$ cat config.mk
export PLATFORM = sky130hd
export DESIGN_NAME = bram_rr_arbiter
export DESIGN_NICKNAME = d
export VERILOG_FILES = /design/src/rtl/bram_rr_arbiter_pkg.sv /design/src/rtl/bram_rr_arbiter_rr_arb2.sv /design/src/rtl/bram_rr_arbiter.sv
export SDC_FILE = /design/constraint.sdc
export NUM_CORES = 1
export LEC_CHECK = 0
export ABC_AREA = 1
export CORE_ASPECT_RATIO = 0.9
export CORE_UTILIZATION = 38
export DETAILED_ROUTE_END_ITERATION = 16
export GPL_TIMING_DRIVEN = 0
export PLACE_DENSITY = 0.86
export SYNTH_ARGS = -nofsm -noshare
export SYNTH_HDL_FRONTEND = slang
export SYNTH_HIERARCHICAL = 1
export SYNTH_SLANG_ARGS = --single-unit
$ cat constraint.sdc
create_clock -name axi_clock -period 5.6 [get_ports axi_clock]
set_clock_uncertainty 0.2 [all_clocks]
set_input_delay 1.68 -clock axi_clock [delete_from_list [all_inputs] [get_ports axi_clock]]
set_output_delay 1.68 -clock axi_clock [all_outputs]
set_load 0.05 [all_outputs]
$ cat src/rtl/bram_rr_arbiter_pkg.sv
// Shared definitions for the two-port BRAM round-robin arbiter.
// Port identifiers are used both for grant priority and for read-response routing.
package bram_rr_arbiter_pkg;

    typedef enum logic {
        PORT_A = 1'b0,
        PORT_B = 1'b1
    } port_e;

    function automatic port_e other_port(input port_e p);
        return (p == PORT_A) ? PORT_B : PORT_A;
    endfunction

endpackage

$ cat src/rtl/bram_rr_arbiter_rr_arb2.sv
// Two-input round-robin grant: ties go to the priority port, and any grant
// hands priority to the losing side. Grants are suppressed while reset is high.
module rr_arb2
    import bram_rr_arbiter_pkg::*;
(
    input  logic clk_i,
    input  logic rst_i,
    input  logic req_a_i,
    input  logic req_b_i,
    output logic gnt_a_o,
    output logic gnt_b_o
);

    port_e prio_q, prio_d;
    port_e winner;
    logic  any_gnt;

    always_comb begin
        gnt_a_o = 1'b0;
        gnt_b_o = 1'b0;
        winner  = PORT_A;
        any_gnt = 1'b0;
        prio_d  = prio_q;

        if (!rst_i) begin
            if (req_a_i && (!req_b_i || prio_q == PORT_A)) begin
                winner  = PORT_A;
                any_gnt = 1'b1;
            end else if (req_b_i) begin
                winner  = PORT_B;
                any_gnt = 1'b1;
            end
        end

        if (any_gnt) begin
            gnt_a_o = (winner == PORT_A);
            gnt_b_o = (winner == PORT_B);
            prio_d  = other_port(winner);
        end
    end

    always_ff @(posedge clk_i or posedge rst_i) begin
        if (rst_i) begin
            prio_q <= PORT_A;
        end else begin
            prio_q <= prio_d;
        end
    end

endmodule

$ cat src/rtl/bram_rr_arbiter.sv
// Shares one single-port BRAM between requester A and requester B with round-robin
// grants, tagged read tracking through the BRAM latency, and per-port response registers.
module bram_rr_arbiter
    import bram_rr_arbiter_pkg::*;
#(
    parameter int DATA_WIDTH   = 32,
    parameter int ADDR_WIDTH   = 10,
    parameter int READ_LATENCY = 1
) (
    input  logic                  axi_clock,
    input  logic                  rst,

    input  logic                  a_req_valid,
    output logic                  a_req_ready,
    input  logic                  a_req_we,
    input  logic [ADDR_WIDTH-1:0] a_req_addr,
    input  logic [DATA_WIDTH-1:0] a_req_din,
    output logic                  a_rsp_valid,
    input  logic                  a_rsp_ready,
    output logic [DATA_WIDTH-1:0] a_rsp_data,

    input  logic                  b_req_valid,
    output logic                  b_req_ready,
    input  logic                  b_req_we,
    input  logic [ADDR_WIDTH-1:0] b_req_addr,
    input  logic [DATA_WIDTH-1:0] b_req_din,
    output logic                  b_rsp_valid,
    input  logic                  b_rsp_ready,
    output logic [DATA_WIDTH-1:0] b_rsp_data,

    output logic                  bram_en,
    output logic                  bram_we,
    output logic [ADDR_WIDTH-1:0] bram_addr,
    output logic [DATA_WIDTH-1:0] bram_din,
    input  logic [DATA_WIDTH-1:0] bram_dout
);

    if (READ_LATENCY != 1 && READ_LATENCY != 2) begin : g_lat_check
        $error("bram_rr_arbiter: READ_LATENCY must be 1 or 2, got %0d", READ_LATENCY);
    end

    logic a_elig, b_elig;
    logic a_gnt, b_gnt;
    logic a_rd_gnt, b_rd_gnt;
    logic a_rd_busy_q, a_rd_busy_d;
    logic b_rd_busy_q, b_rd_busy_d;

    logic [READ_LATENCY-1:0] tag_vld_q, tag_vld_d;
    port_e                   tag_port_q [READ_LATENCY];
    port_e                   tag_port_d [READ_LATENCY];

    logic                  a_rsp_cap, b_rsp_cap;
    logic                  a_rsp_valid_q, a_rsp_valid_d;
    logic                  b_rsp_valid_q, b_rsp_valid_d;
    logic [DATA_WIDTH-1:0] a_rsp_data_q, a_rsp_data_d;
    logic [DATA_WIDTH-1:0] b_rsp_data_q, b_rsp_data_d;

    // A port with a read still outstanding may only issue writes.
    assign a_elig = a_req_valid & (a_req_we | ~a_rd_busy_q);
    assign b_elig = b_req_valid & (b_req_we | ~b_rd_busy_q);

    rr_arb2 u_rr_arb2 (
        .clk_i   (axi_clock),
        .rst_i   (rst),
        .req_a_i (a_elig),
        .req_b_i (b_elig),
        .gnt_a_o (a_gnt),
        .gnt_b_o (b_gnt)
    );

    assign a_req_ready = a_gnt;
    assign b_req_ready = b_gnt;
    assign a_rd_gnt    = a_gnt & ~a_req_we;
    assign b_rd_gnt    = b_gnt & ~b_req_we;

    always_comb begin
        bram_en   = a_gnt | b_gnt;
        bram_we   = (a_gnt & a_req_we) | (b_gnt & b_req_we);
        bram_addr = b_gnt ? b_req_addr : a_req_addr;
        bram_din  = b_gnt ? b_req_din  : a_req_din;
    end

    // Read tag pipeline mirrors the BRAM latency so the last stage lines up with bram_dout.
    assign tag_vld_d[0]  = a_rd_gnt | b_rd_gnt;
    assign tag_port_d[0] = b_rd_gnt ? PORT_B : PORT_A;

    for (genvar g = 1; g < READ_LATENCY; g++) begin : g_stage
        assign tag_vld_d[g]  = tag_vld_q[g-1];
        assign tag_port_d[g] = tag_port_q[g-1];
    end

    always_ff @(posedge axi_clock or posedge rst) begin
        if (rst) begin
            tag_vld_q  <= '0;
            tag_port_q <= '{default: PORT_A};
        end else begin
            tag_vld_q  <= tag_vld_d;
            tag_port_q <= tag_port_d;
        end
    end

    assign a_rsp_cap = tag_vld_q[READ_LATENCY-1] & (tag_port_q[READ_LATENCY-1] == PORT_A);
    assign b_rsp_cap = tag_vld_q[READ_LATENCY-1] & (tag_port_q[READ_LATENCY-1] == PORT_B);

    always_comb begin
        a_rsp_valid_d = a_rsp_valid_q;
        a_rsp_data_d  = a_rsp_data_q;
        b_rsp_valid_d = b_rsp_valid_q;
        b_rsp_data_d  = b_rsp_data_q;

        if (a_rsp_cap) begin
            a_rsp_valid_d = 1'b1;
            a_rsp_data_d  = bram_dout;
        end else if (a_rsp_valid_q && a_rsp_ready) begin
            a_rsp_valid_d = 1'b0;
        end

        if (b_rsp_cap) begin
            b_rsp_valid_d = 1'b1;
            b_rsp_data_d  = bram_dout;
        end else if (b_rsp_valid_q && b_rsp_ready) begin
            b_rsp_valid_d = 1'b0;
        end

        // Busy is released by the response handshake, never by the grant cycle itself.
        a_rd_busy_d = (a_rd_busy_q & ~(a_rsp_valid_q & a_rsp_ready)) | a_rd_gnt;
        b_rd_busy_d = (b_rd_busy_q & ~(b_rsp_valid_q & b_rsp_ready)) | b_rd_gnt;
    end

    always_ff @(posedge axi_clock or posedge rst) begin
        if (rst) begin
            a_rsp_valid_q <= 1'b0;
            a_rsp_data_q  <= '0;
            b_rsp_valid_q <= 1'b0;
            b_rsp_data_q  <= '0;
            a_rd_busy_q   <= 1'b0;
            b_rd_busy_q   <= 1'b0;
        end else begin
            a_rsp_valid_q <= a_rsp_valid_d;
            a_rsp_data_q  <= a_rsp_data_d;
            b_rsp_valid_q <= b_rsp_valid_d;
            b_rsp_data_q  <= b_rsp_data_d;
            a_rd_busy_q   <= a_rd_busy_d;
            b_rd_busy_q   <= b_rd_busy_d;
        end
    end

    assign a_rsp_valid = a_rsp_valid_q;
    assign a_rsp_data  = a_rsp_data_q;
    assign b_rsp_valid = b_rsp_valid_q;
    assign b_rsp_data  = b_rsp_data_q;

endmodule

* Word-level counts from Yosys, hierarchy flattened *
Index checks and enable logic that the tools add are counted.

word-level totals
  register bits = 71
  bits of input ports = 124
  output and inout bits = 112
  word-level logic and storage cells = 59

cells by class
  mux-type cells = 15
  bitwise operators = 28
  reductions and logical operators = 7

operator list
  operator            count
  two-way mux 32 bit  1
  two-way mux 1 bit   13
  bitwise AND 1 bit   12
  two-way mux 10 bit  1
  inverter 1 bit      9
  bitwise OR 1 bit    7
  nonzero test 2 bit  2
  logical AND 1 bit   3
  logical NOT 1 bit   1
  logical OR 1 bit    1

* Longest topological paths before layout *
Gate-level depths: netlist of run 1.

  word-level depth = 12
  depth in mapped cells = 11
  gate-level depth less buffers = 9

* Hierarchy *
The synthesis of run 1 kept the hierarchy.

modules (own cells, without submodules)
  module           times used  cells each  area each (um^2)
  bram_rr_arbiter  1           444         3,355.7
  rr_arb2          1           15          86.3

* Worst setup path before layout of run 1 *
OpenSTA, ideal clock, no wires.

  path type = input to output
  from = input port b_req_we
  to = output port bram_we
  arrival = 3.742 ns
  required time = 3.720 ns
  slack = -0.022 ns
  stages on the path = 8
  path buffers = 0
  cell sequence = inv_1 -> a21boi_0 -> nor2_1 -> nor2_1 -> nand2_2 -> inv_1 -> inv_1 -> o21ai_0

on the way
  word-level cells in the longest chain between the ends = 11
  elaborated cells between the ends (all ways) = 16

RTL lines
  item                   RTL line                       RTL
  start: declaration     bram_rr_arbiter.sv:24          input logic b_req_we,
  bitwise OR 1 bit (*)   bram_rr_arbiter.sv:60          assign b_elig = b_req_valid & (b_req_we | ~b_rd_busy_q);
  bitwise AND 1 bit (*)  bram_rr_arbiter.sv:60
  net b_elig             bram_rr_arbiter.sv:42          logic a_elig, b_elig;
  logical NOT 1 bit      bram_rr_arbiter_rr_arb2.sv:26  if (req_a_i && (!req_b_i || prio_q == PORT_A)) begin
  logical OR 1 bit       bram_rr_arbiter_rr_arb2.sv:26
  logical AND 1 bit      bram_rr_arbiter_rr_arb2.sv:26
  two-way mux 1 bit      bram_rr_arbiter_rr_arb2.sv:26
  two-way mux 1 bit      bram_rr_arbiter_rr_arb2.sv:25  if (!rst_i) begin
  inverter 1 bit         bram_rr_arbiter_rr_arb2.sv:36  gnt_a_o = (winner == PORT_A);
  two-way mux 1 bit (*)  bram_rr_arbiter_rr_arb2.sv:35  if (any_gnt) begin
  net a_req_ready        bram_rr_arbiter.sv:14          output logic a_req_ready,
  bitwise AND 1 bit (*)  bram_rr_arbiter.sv:78          bram_we = (a_gnt & a_req_we) | (b_gnt & b_req_we);
  bitwise OR 1 bit (*)   bram_rr_arbiter.sv:78
  end: declaration       bram_rr_arbiter.sv:32          output logic bram_we,

Mark *: on every way through the listed nets, which the timed path passes. The rest lies on a longest branch.

* Worst setup path in the final report of run 1 *
  from = input port b_req_we
  to = output port bram_we

on the way
  word-level cells in the longest chain between the ends = 11
  elaborated cells between the ends (all ways) = 16

RTL lines
  item                   RTL line
  bitwise OR 1 bit (*)   bram_rr_arbiter.sv:60
  bitwise AND 1 bit (*)  bram_rr_arbiter.sv:60
  net b_elig             bram_rr_arbiter.sv:42
  logical NOT 1 bit      bram_rr_arbiter_rr_arb2.sv:26
  logical OR 1 bit       bram_rr_arbiter_rr_arb2.sv:26
  logical AND 1 bit      bram_rr_arbiter_rr_arb2.sv:26
  two-way mux 1 bit      bram_rr_arbiter_rr_arb2.sv:26
  two-way mux 1 bit      bram_rr_arbiter_rr_arb2.sv:25
  inverter 1 bit         bram_rr_arbiter_rr_arb2.sv:36
  two-way mux 1 bit      bram_rr_arbiter_rr_arb2.sv:35
  bitwise AND 1 bit      bram_rr_arbiter.sv:78
  bitwise OR 1 bit (*)   bram_rr_arbiter.sv:78

Marked as above.

==> run summary, run 1 <==
Tmin final: 5470 ps
H-Tree Depth: 3
Top cells by area, synth: dfrtp_1, nand2_1, nand3_1
Worst slew margin: 44.3%
Nets: 829
Fmax: 183 MHz
Drt drc: 0
Crit Path Max Fanout: 9
WL final: 11600 um
Worst-Margin Slew: 836 ps
Synth Area in Adders: 0%
Asr flop ratio synth: 100%
Post-synthesis sequential area ratio: 51.6%
Worst hold stages: 2
# diodes: 0
Period utilization: 97.6%
CTS tree: yes
Initial Utilization: 39.6%
Outcome: finished, final reports clean
Max_cap viols: 0
Power share of the clock group: 15.9%
Ys flop type: dfrtp_1
ANT nets after route: 0
Synthesis-to-finish area growth: 73.0%
Slowest CP cell: dlygate4sd2_1
Grt ovf: 0
Number of global-route vias before repair: 3949
Cell area after synthesis: 3440 um2
Max VDD drop: 0.000225 V
Initial detailed-routing violation count: 139
Critical path startpoint category: primary input
DR pass1 iterations: 4
Initial antenna violation count: 0
Reg2Reg Depth: 8
LEAKAGE: 0.00306 uW
Combinational share of power: 55.3%
Post-synth EDFFs: 0
Postcts setup bufs: 0
DR WL/cell: 14.1 um
Net Sw Power: 1310 uW
Count of cell types in the netlist: 14
Most frequent cell after synthesis: nand2_1
Crit path DAT: 3590 ps
Post-Synth XOR/XNOR Area: 0%
Sequential power share: 28.8%
Die footprint: 9440 um2
Synth warn: 6
Row cnt: 32
Die Y: 92.3 um
Post-synth top area cell: dfrtp_1
Share of cells above drive strength 1: 13.3%
Post-synthesis area per instance: 7.50 um2
Num CTS Buffers: 9
Crit end category: output pin
Post-synthesis simple-gate area fraction: 39.7%
CP Cell Sequence: clkdlybuf4s50_1, inv_1, a21boi_1, inv_1, nor2_2, nand2_2, inv_1, buf_2, nand2_1, o21ai_1, dlygate4sd2_1
Setup slack after placement: -521 ps
Vias: 3943
Crit path largest cell delay: 540 ps
Share of the synthesized area in the top cell type: 51.6%
Critical path class: in -> out
First-pass GRT wire length: 18400 um
Flop2flop setup slack: 4050 ps
Largest family of logic cells by synthesized area: simple AND/OR/NAND/NOR gates
Setup TNS: 0 ps
CP most frequent cell: inv_1
Register bit total from synthesis: 71
Sw Ratio: 48.1%
Total GRT Usage: 25.6%
Max clock buf depth: 2
Multiplexer share of the synthesized area: 0%
# port buffers: 235
Cts repair resizes: 167
Post-synthesis net count: 583
Hold violation total from the final report: 0
RSZ-0062 raised after global routing: false
Clk sinks: 71
Internal: 1420 uW
Final HPWL DP: 9380 um
Chip width: 102 um
Largest net degree at the start of global routing: 71
Power density over the cells: 459 nW/um2
CTS root buf: clkbuf_8
IO Pins: 236
Compound-cell area share of the yosys netlist: 1.02%
Via-to-Cell Ratio: 4.76
Worst-path clk slew: 80 ps
Final Setup Violations: 0
Final RePlAce weighted congestion: 0.836
Mapped Cells: 459
CTS Hold Bufs: 0
Final critical-path setup slack: 132 ps
Commonest cells in the netlist: nand2_1, dfrtp_1, nand3_1, buf_2, inv_1
WP data required: 3720 ps
Clk_lat worst skew: 340 ps
Core area: 8690 um2
HP Class: reg -> reg
Fin. max-slew vios: 0
## routing by layer
layer | vias up | global-route usage [%] | share of wire, %
met4 | 0 | 14.4 | 4.1
met5 | - | 0 | 0
met2 | 180 | 45.6 | 53
li1 | 1909 | - | -
met1 | 1812 | 26.3 | 35
met3 | 42 | 7.92 | 8.3
## final timing paths
kind                               startpoint               end
worst max-delay path                 b_req_we           bram_we
worst min-delay path            a_rsp_data[6]     a_rsp_data[6]
worst max register to register    b_rd_busy_q       b_rd_busy_q
worst min register to register  a_rsp_data[6]     a_rsp_data[6]
max in group asynchronous                 rst    b_rsp_data[17]
min in group asynchronous                 rst  u_rr_arb2/prio_q
## registers in the layout (all words and copies together), names as in the netlist
signal	count
a_rsp_data	32
tag_vld_q	1
b_rd_busy_q	1
a_rsp_valid	1
u_rr_arb2/prio_q	1
tag_port_q	1
a_rd_busy_q	1
b_rsp_data	32
b_rsp_valid	1
## per-stage QoR
stage               hold slack (ps)  util [%]  cell area (um2)  power [uW]  instances
floorplan                       236         -             3440        1750        459
global placement                253      68.4             5940        2310        813
detailed placement              258      68.4             5950        2350        813
CTS                             275      70.1             6090        2760        828
global route                    292      68.5             5960        2860        828
finish                          274      68.5             5960        2730        828
## area by class of cell
type | count | area [um2]
fillers | 719 | 2730
clock inverters | 6 | 86.3
clock buffers | 9 | 124
well taps | 119 | 149
multi-input cells | 345 | 1410
repair buffers | 235 | 2140
flip-flops and latches | 71 | 1780
inverters | 14 | 55.1
plain buffers | 29 | 215
## power groups by stage
stage / logic [uW] / clock network, uW / registers, uW
3_5_place_dp: 1550 / 0 / 793
3_3_place_gp: 1530 / 0 / 786
5_1_grt: 1590 / 467 / 807
6_report: 1510 / 434 / 786
2_1_floorplan: 371 / 0 / 1380
4_1_cts: 1530 / 439 / 786
## placed cells by master (no fill, tap or decap), drive strengths merged
| master | instances |
|---|---|
| inv | 14 |
| nor2 | 3 |
| clkbuf | 11 |
| nand2 | 272 |
| bufinv | 2 |
| nand3 | 64 |
| o21ai | 4 |
| dlygate4sd2 | 1 |
| dfrtp | 71 |
| dlymetal6s2s | 1 |
| buf | 69 |
| clkdlybuf4s50 | 190 |
| clkdlybuf4s15 | 1 |
| clkinvlp | 1 |
| clkinv | 3 |
| a21boi | 2 |
## worst max-delay path: cells and delay by family
kind,cells,cell delay (ps)
buf+inv,6,1420
simple gates,3,210
compound gates,2,270
## cells by family after synthesis
| family | count (synthesis) |
|---|---|
| AO/OA/AOI/OAI | 6 |
| buffers and inverters | 43 |
| AND/OR/NAND/NOR | 339 |
| flip-flops | 71 |
Power figures use the tool's default switching activity.
==> run 2, diff against run 1 <==
--- a/config.mk
+++ b/config.mk
@@ -7,10 +7,10 @@
 export LEC_CHECK = 0
 export ABC_AREA = 1
 export CORE_ASPECT_RATIO = 0.9
-export CORE_UTILIZATION = 38
+export CORE_UTILIZATION = 36
 export DETAILED_ROUTE_END_ITERATION = 16
 export GPL_TIMING_DRIVEN = 0
-export PLACE_DENSITY = 0.86
+export PLACE_DENSITY = 0.82
 export SYNTH_ARGS = -nofsm -noshare
 export SYNTH_HDL_FRONTEND = slang
 export SYNTH_HIERARCHICAL = 1
==> constraint.sdc (replaced) <==
create_clock -name axi_clock -period 5.4 [get_ports axi_clock]
set_clock_uncertainty 0.2 [all_clocks]
set_input_delay 1.62 -clock axi_clock [delete_from_list [all_inputs] [get_ports axi_clock]]
set_output_delay 1.62 -clock axi_clock [all_outputs]
set_load 0.05 [all_outputs]
==> run summary, run 2 (synthesis gave the netlist of run 1 again) <==
WL final: 11400 um (-1.7%)
Critical path class: in -> out
Buffers & Inverters on Critical Path: 5 (-1)
Max VDD drop: 0.000280 V (+25%)
Crit end category: output pin
Fin. max-slew vios: 0 (unchanged)
Clk_lat worst skew: 340 ps (about the same)
# diodes: 0 (unchanged)
CP Cell Sequence: clkdlybuf4s50_1, inv_1, a21boi_2, inv_1, nor2_2, nand2_2, inv_1, clkdlybuf4s50_1
Final Power: 2800 uW (+2.5%)
Final Setup Violations: 0 (unchanged)
Chip width: 105 um (+2.7%)
Row cnt: 33 (+3.1%)
H-Tree Depth: 3 (unchanged)
Max_cap viols: 0 (unchanged)
First-pass GRT wire length: 18000 um (-2.5%)
CP top delay family: buffers and inverters
Initial detailed-routing violation count: 122 (-12%)
Core area: 9210 um2 (+6.0%)
Power density over the cells: 466 nW/um2 (+1.6%)
HP Class: reg -> reg
CTS Hold Bufs: 0 (unchanged)
Worst slew margin: 43.8% (-0.49 points)
Clk sinks: 71 (unchanged)
Met2 wire length: 6060 um (-0.79%)
Final HPWL DP: 9240 um (-1.4%)
LEAKAGE: 0.00306 uW (+0.11%)
Share of cells above drive strength 1: 13.8% (+0.53 points)
DR WL/cell: 13.7 um (-2.3%)
Nets: 830 (+0.12%)
WP data required: 3580 ps (-140 ps)
ANT nets after route: 0 (unchanged)
Fmax: 188 MHz
Crit Path Max Fanout: 3 (-6)
Hold violation total from the final report: 0 (unchanged)
Drt drc: 0 (unchanged)
Most common cell after layout, fill and taps aside: nand2_1
RSZ-0062 raised after global routing: false
Synthesis-to-finish area growth: 74.6%
DR top layer: met4
Total GRT Usage: 23.3% (-2.3 points)
Met3 wire len: 757 um (-22%)
Vias: 3893 (-1.3%)
Crit path DAT: 3490 ps (-100 ps)
Grt ovf: 0 (unchanged)
IO Pins: 236 (unchanged)
Commonest cells after routing, fill and taps aside: nand2_1, clkdlybuf4s50_1, dfrtp_1
# port buffers: 235 (unchanged)
Critical path startpoint category: primary input
Die footprint: 9960 um2 (+5.4%)
Crit path largest cell delay: 810 ps (+270 ps)
Initial antenna violation count: 0 (unchanged)
Worst-path clk slew: 70 ps (about the same)
Die Y: 94.8 um (+2.7%)
Num CTS Buffers: 9 (unchanged)
Reg2Reg Depth: 8 (unchanged)
Outcome: finished, final reports clean
Slowest CP cell: clkdlybuf4s50_1
CTS root buf: clkbuf_8
Post-Route M1 WL: 4280 um (+5.1%)
CTS tree: yes
Max clock buf depth: 2 (unchanged)
Initial Utilization: 37.4% (-2.2 points)
CP most frequent cell: inv_1
Worst-Margin Slew: 843 ps (+7.36 ps)
Via-to-Cell Ratio: 4.67 (-1.9%)
Worst hold stages: 2 (unchanged)
Tmin final: 5310 ps
Final RePlAce weighted congestion: 0.854 (+2.1%)
DR pass1 iterations: 4 (unchanged)
Final Util: 65.3% (-3.3 points)
Critical path depth in cells: 8 (-3)
Period utilization: 98.4%
Number of global-route vias before repair: 3775 (-4.4%)
Largest net degree at the start of global routing: 71 (unchanged)
==> run 2: changes by cell type in the layout (fill, tap and decap cells not counted), sizes merged <==
| cell | change |
|---|---|
| clkbuf | +23 |
| buf | -19 |
| bufinv | -1 |
| clkdlybuf4s15 | -1 |
| clkinv | +1 |
| dlymetal6s2s | -1 |
==> run 2: final cells by class <==
class	instances	area, um2
well taps	122	153
inverters	14	55.1
clock buffers	10	128
repair buffers	236	2200
multi-input cells	345	1410
flip-flops and latches	71	1780
plain buffers	29	224
fillers	838	3200
clock inverters	6	61.3
==> run 2: final timing paths <==
path                                     to  slack, ps            from
min                          a_rsp_data[13]        270  a_rsp_data[13]
max in group asynchronous     b_rsp_data[0]       2750             rst
max reg2reg                     a_rd_busy_q       3910     b_rd_busy_q
min in group asynchronous  u_rr_arb2/prio_q       1380             rst
max                             b_req_ready         90        b_req_we
min reg2reg                  a_rsp_data[13]        270  a_rsp_data[13]
==> run 2: tightest hold or removal path, stage by stage, from the launching register on <==
cell and delay, ps:
dfrtp_1 340, nand2_1 50, nand2_1 50
==> run 2: per-layer routing <==
| metal | track usage, % | vias to the layer above |
|---|---|---|
| li1 | - | 1912 |
| met1 | 25.2 | 1788 |
| met2 | 43.5 | 169 |
| met3 | 6.21 | 24 |
| met4 | 9.62 | 0 |
| met5 | 0 | - |
==> run 2: what timing repair did <==
item                                    in CTS  in global routing
pin swaps                                    0                  1
endpoints found under the hold margin        0                  0
gates resized for setup                    222                 29
setup buffers                                0                  1
endpoints found under the setup margin      46                 45
==> run 2: power by group <==
| part | leakage [uW] | internal [uW] | switching (uW) |
|---|---|---|---|
| clock network | 0.0000960 | 212 | 197 |
| registers | 0.000850 | 712 | 108 |
| logic | 0.00211 | 514 | 1060 |
==> run 2: through the flow <==
stage               area, um2  worst slack (ps)  TNS, ps  hold slack [ps]  cells
floorplan                3440               276        0              236    459
global placement         5950              -596   -23400              253    816
detailed placement       5950              -707   -27700              258    816
CTS                      5940              19.1        0              275    832
global route             6010              18.0        0              298    833
finish                   6010              87.8        0              274    833
==> run 3, diff against run 2 <==
==> constraint.sdc (replaced) <==
create_clock -name axi_clock -period 5.3 [get_ports axi_clock]
set_clock_uncertainty 0.2 [all_clocks]
set_input_delay 1.59 -clock axi_clock [delete_from_list [all_inputs] [get_ports axi_clock]]
set_output_delay 1.59 -clock axi_clock [all_outputs]
set_load 0.005 [all_outputs]
==> run summary, run 3 (synthesis gave the netlist of run 1 again) <==
Final Setup Violations: 0 (unchanged)
Max_cap viols: 0 (unchanged)
Min Hold Slack: 274 ps (-0.762 ps)
Drt drc: 0 (unchanged)
Initial Utilization: 37.4% (unchanged)
Dpl cell area: 5950 um2 (unchanged)
Max clock buf depth: 2 (unchanged)
HP Class: reg -> reg
Met3 wire len: 943 um (+25%)
Number of global-route vias before repair: 3809 (+0.90%)
Flop2flop setup slack: 3750 ps (-160 ps)
Crit end category: output pin
Synthesis-to-finish area growth: 83.7%
CTS root buf: clkbuf_8
CTS tree: yes
Final HPWL DP: 9400 um (+1.7%)
Design area: 6320 um2 (+5.2%)
Crit Path Max Fanout: 10 (+7)
LEAKAGE: 0.00334 uW (+9.2%)
Worst slew margin: 41.6% (-2.1 points)
WP data required: 3510 ps (-70 ps)
First-pass GRT wire length: 18700 um (+3.8%)
Largest net degree at the start of global routing: 71 (unchanged)
Outcome: finished, final reports clean
Num CTS Buffers: 9 (unchanged)
Filler Cell Count: 745 (-11%)
DR WL/cell: 14.4 um (+5.1%)
IO Pins: 236 (unchanged)
Worst-Margin Slew: 876 ps (+32.0 ps)
DR top layer: met4
H-Tree Depth: 3 (unchanged)
Commonest cells after routing, fill and taps aside: nand2_1, clkdlybuf4s50_1, dfrtp_1
RSZ-0062 raised after global routing: true
Total GRT Usage: 24.1% (+0.85 points)
Max VDD drop: 0.000180 V (-36%)
Worst-path clk slew: 70 ps (about the same)
Most common cell after layout, fill and taps aside: nand2_1
DR pass1 iterations: 4 (unchanged)
Clk sinks: 71 (unchanged)
Final RePlAce weighted congestion: 0.902 (+5.6%)
Via-to-Cell Ratio: 4.73 (+1.2%)
Core area: 9210 um2 (unchanged)
# port buffers: 235 (unchanged)
Vias: 3965 (+1.8%)
Fin. max-slew vios: 0 (unchanged)
Nets: 834 (+0.48%)
Final Util: 68.7% (+3.4 points)
Row cnt: 33 (unchanged)
Initial detailed-routing violation count: 163 (+34%)
Period utilization: 99.5%
Post-Route M1 WL: 4380 um (+2.2%)
Power density over the cells: 341 nW/um2 (-27%)
Fmax: 190 MHz
Worst hold stages: 2 (unchanged)
Critical path class: in -> out
Chip width: 105 um (unchanged)
Initial antenna violation count: 0 (unchanged)
Hold violation total from the final report: 0 (unchanged)
WL final: 12100 um (+5.7%)
Reg2Reg Depth: 8 (unchanged)
Setup TNS: 0 ps (unchanged)
Share of cells above drive strength 1: 8.53% (-5.3 points)
Critical path startpoint category: primary input
Crit path DAT: 3480 ps (about the same)
Footprint of the multi-input gates: 1410 um2 (+0.18%)
Grt ovf: 0 (unchanged)
Tmin final: 5270 ps
Clk_lat worst skew: 330 ps (about the same)
Met2 wire length: 6420 um (+5.9%)
ANT nets after route: 0 (unchanged)
Die footprint: 9960 um2 (unchanged)
FF/Latch Area: 1780 um2 (unchanged)
Die Y: 94.8 um (unchanged)
==> run 3: changes by cell type in the layout (fill, tap and decap cells not counted), sizes merged <==
| cell | previous run | this run |
|---|---|---|
| clkbuf | 34 | 11 |
| buf | 50 | 34 |
| clkdlybuf4s50 | 190 | 198 |
| clkinv | 4 | 3 |
| dlygate4sd2 | 1 | 13 |
| diode | 0 | 1 |
| dlymetal6s2s | 0 | 24 |
==> run 3: power breakdown <==
| part | internal (uW) | total [uW] | leakage (uW) | switching [uW] |
|---|---|---|---|---|
| registers | 725 | 835 | 0.000850 | 110 |
| clock network | 242 | 443 | 0.000105 | 201 |
| logic | 546 | 876 | 0.00239 | 330 |
==> run 3: worst max-delay path, stage by stage <==
cell             delay [ps]
clkdlybuf4s50_1         450
inv_1                    60
a21boi_2                160
nand2_1                  90
nand2_2                  90
inv_2                    50
buf_8                   140
inv_6                    80
buf_6                   140
nand2_1                  60
nand2_1                  60
clkdlybuf4s50_1         510
==> run 3: cell type report <==
type | instances | share of cell area [%]
timing repair buffer | 240 | 38.5
sequential | 71 | 28.1
multi-input combinational | 345 | 22.3
buffer | 29 | 4.39
tap | 122 | 2.41
clock buffer | 11 | 2.39
inverter | 14 | 0.950
clock inverter | 5 | 0.890
antenna | 1 | 0.0396
==> run 3: metrics by stage <==
stage | std cells | power [uW] | worst slack [ps]
2_1_floorplan | 459 | 1100 | 871
3_3_place_gp | 816 | 1680 | -306
3_5_place_dp | 816 | 1720 | -334
4_1_cts | 834 | 2170 | -11.3
5_1_grt | 837 | 2290 | -93.6
6_report | 838 | 2150 | 26.8
==> run 3: per-layer routing <==
metal / global-route usage [%] / vias to the layer above
met4: 10.1 / 0
met5: 0 / -
li1: - / 1921
met1: 25.7 / 1825
met2: 45.1 / 190
met3: 6.90 / 29
==> run 3: worst paths after layout <==
check,from,end
max,a_req_we,bram_addr[3]
min,a_rsp_data[17],a_rsp_data[17]
max reg2reg,a_rd_busy_q,b_rd_busy_q
min reg2reg,a_rsp_data[17],a_rsp_data[17]
max in group asynchronous,rst,a_rsp_data[15]
min in group asynchronous,rst,u_rr_arb2/prio_q
==> run 3: repair_timing <==
action | CTS | global route
setup endpoints to repair | 44 | 30
cloned | 0 | 0
buffers inserted | 2 | 3
hold buffers | 0 | 0
gates resized for setup | 34 | 32
pin swaps | 1 | 1
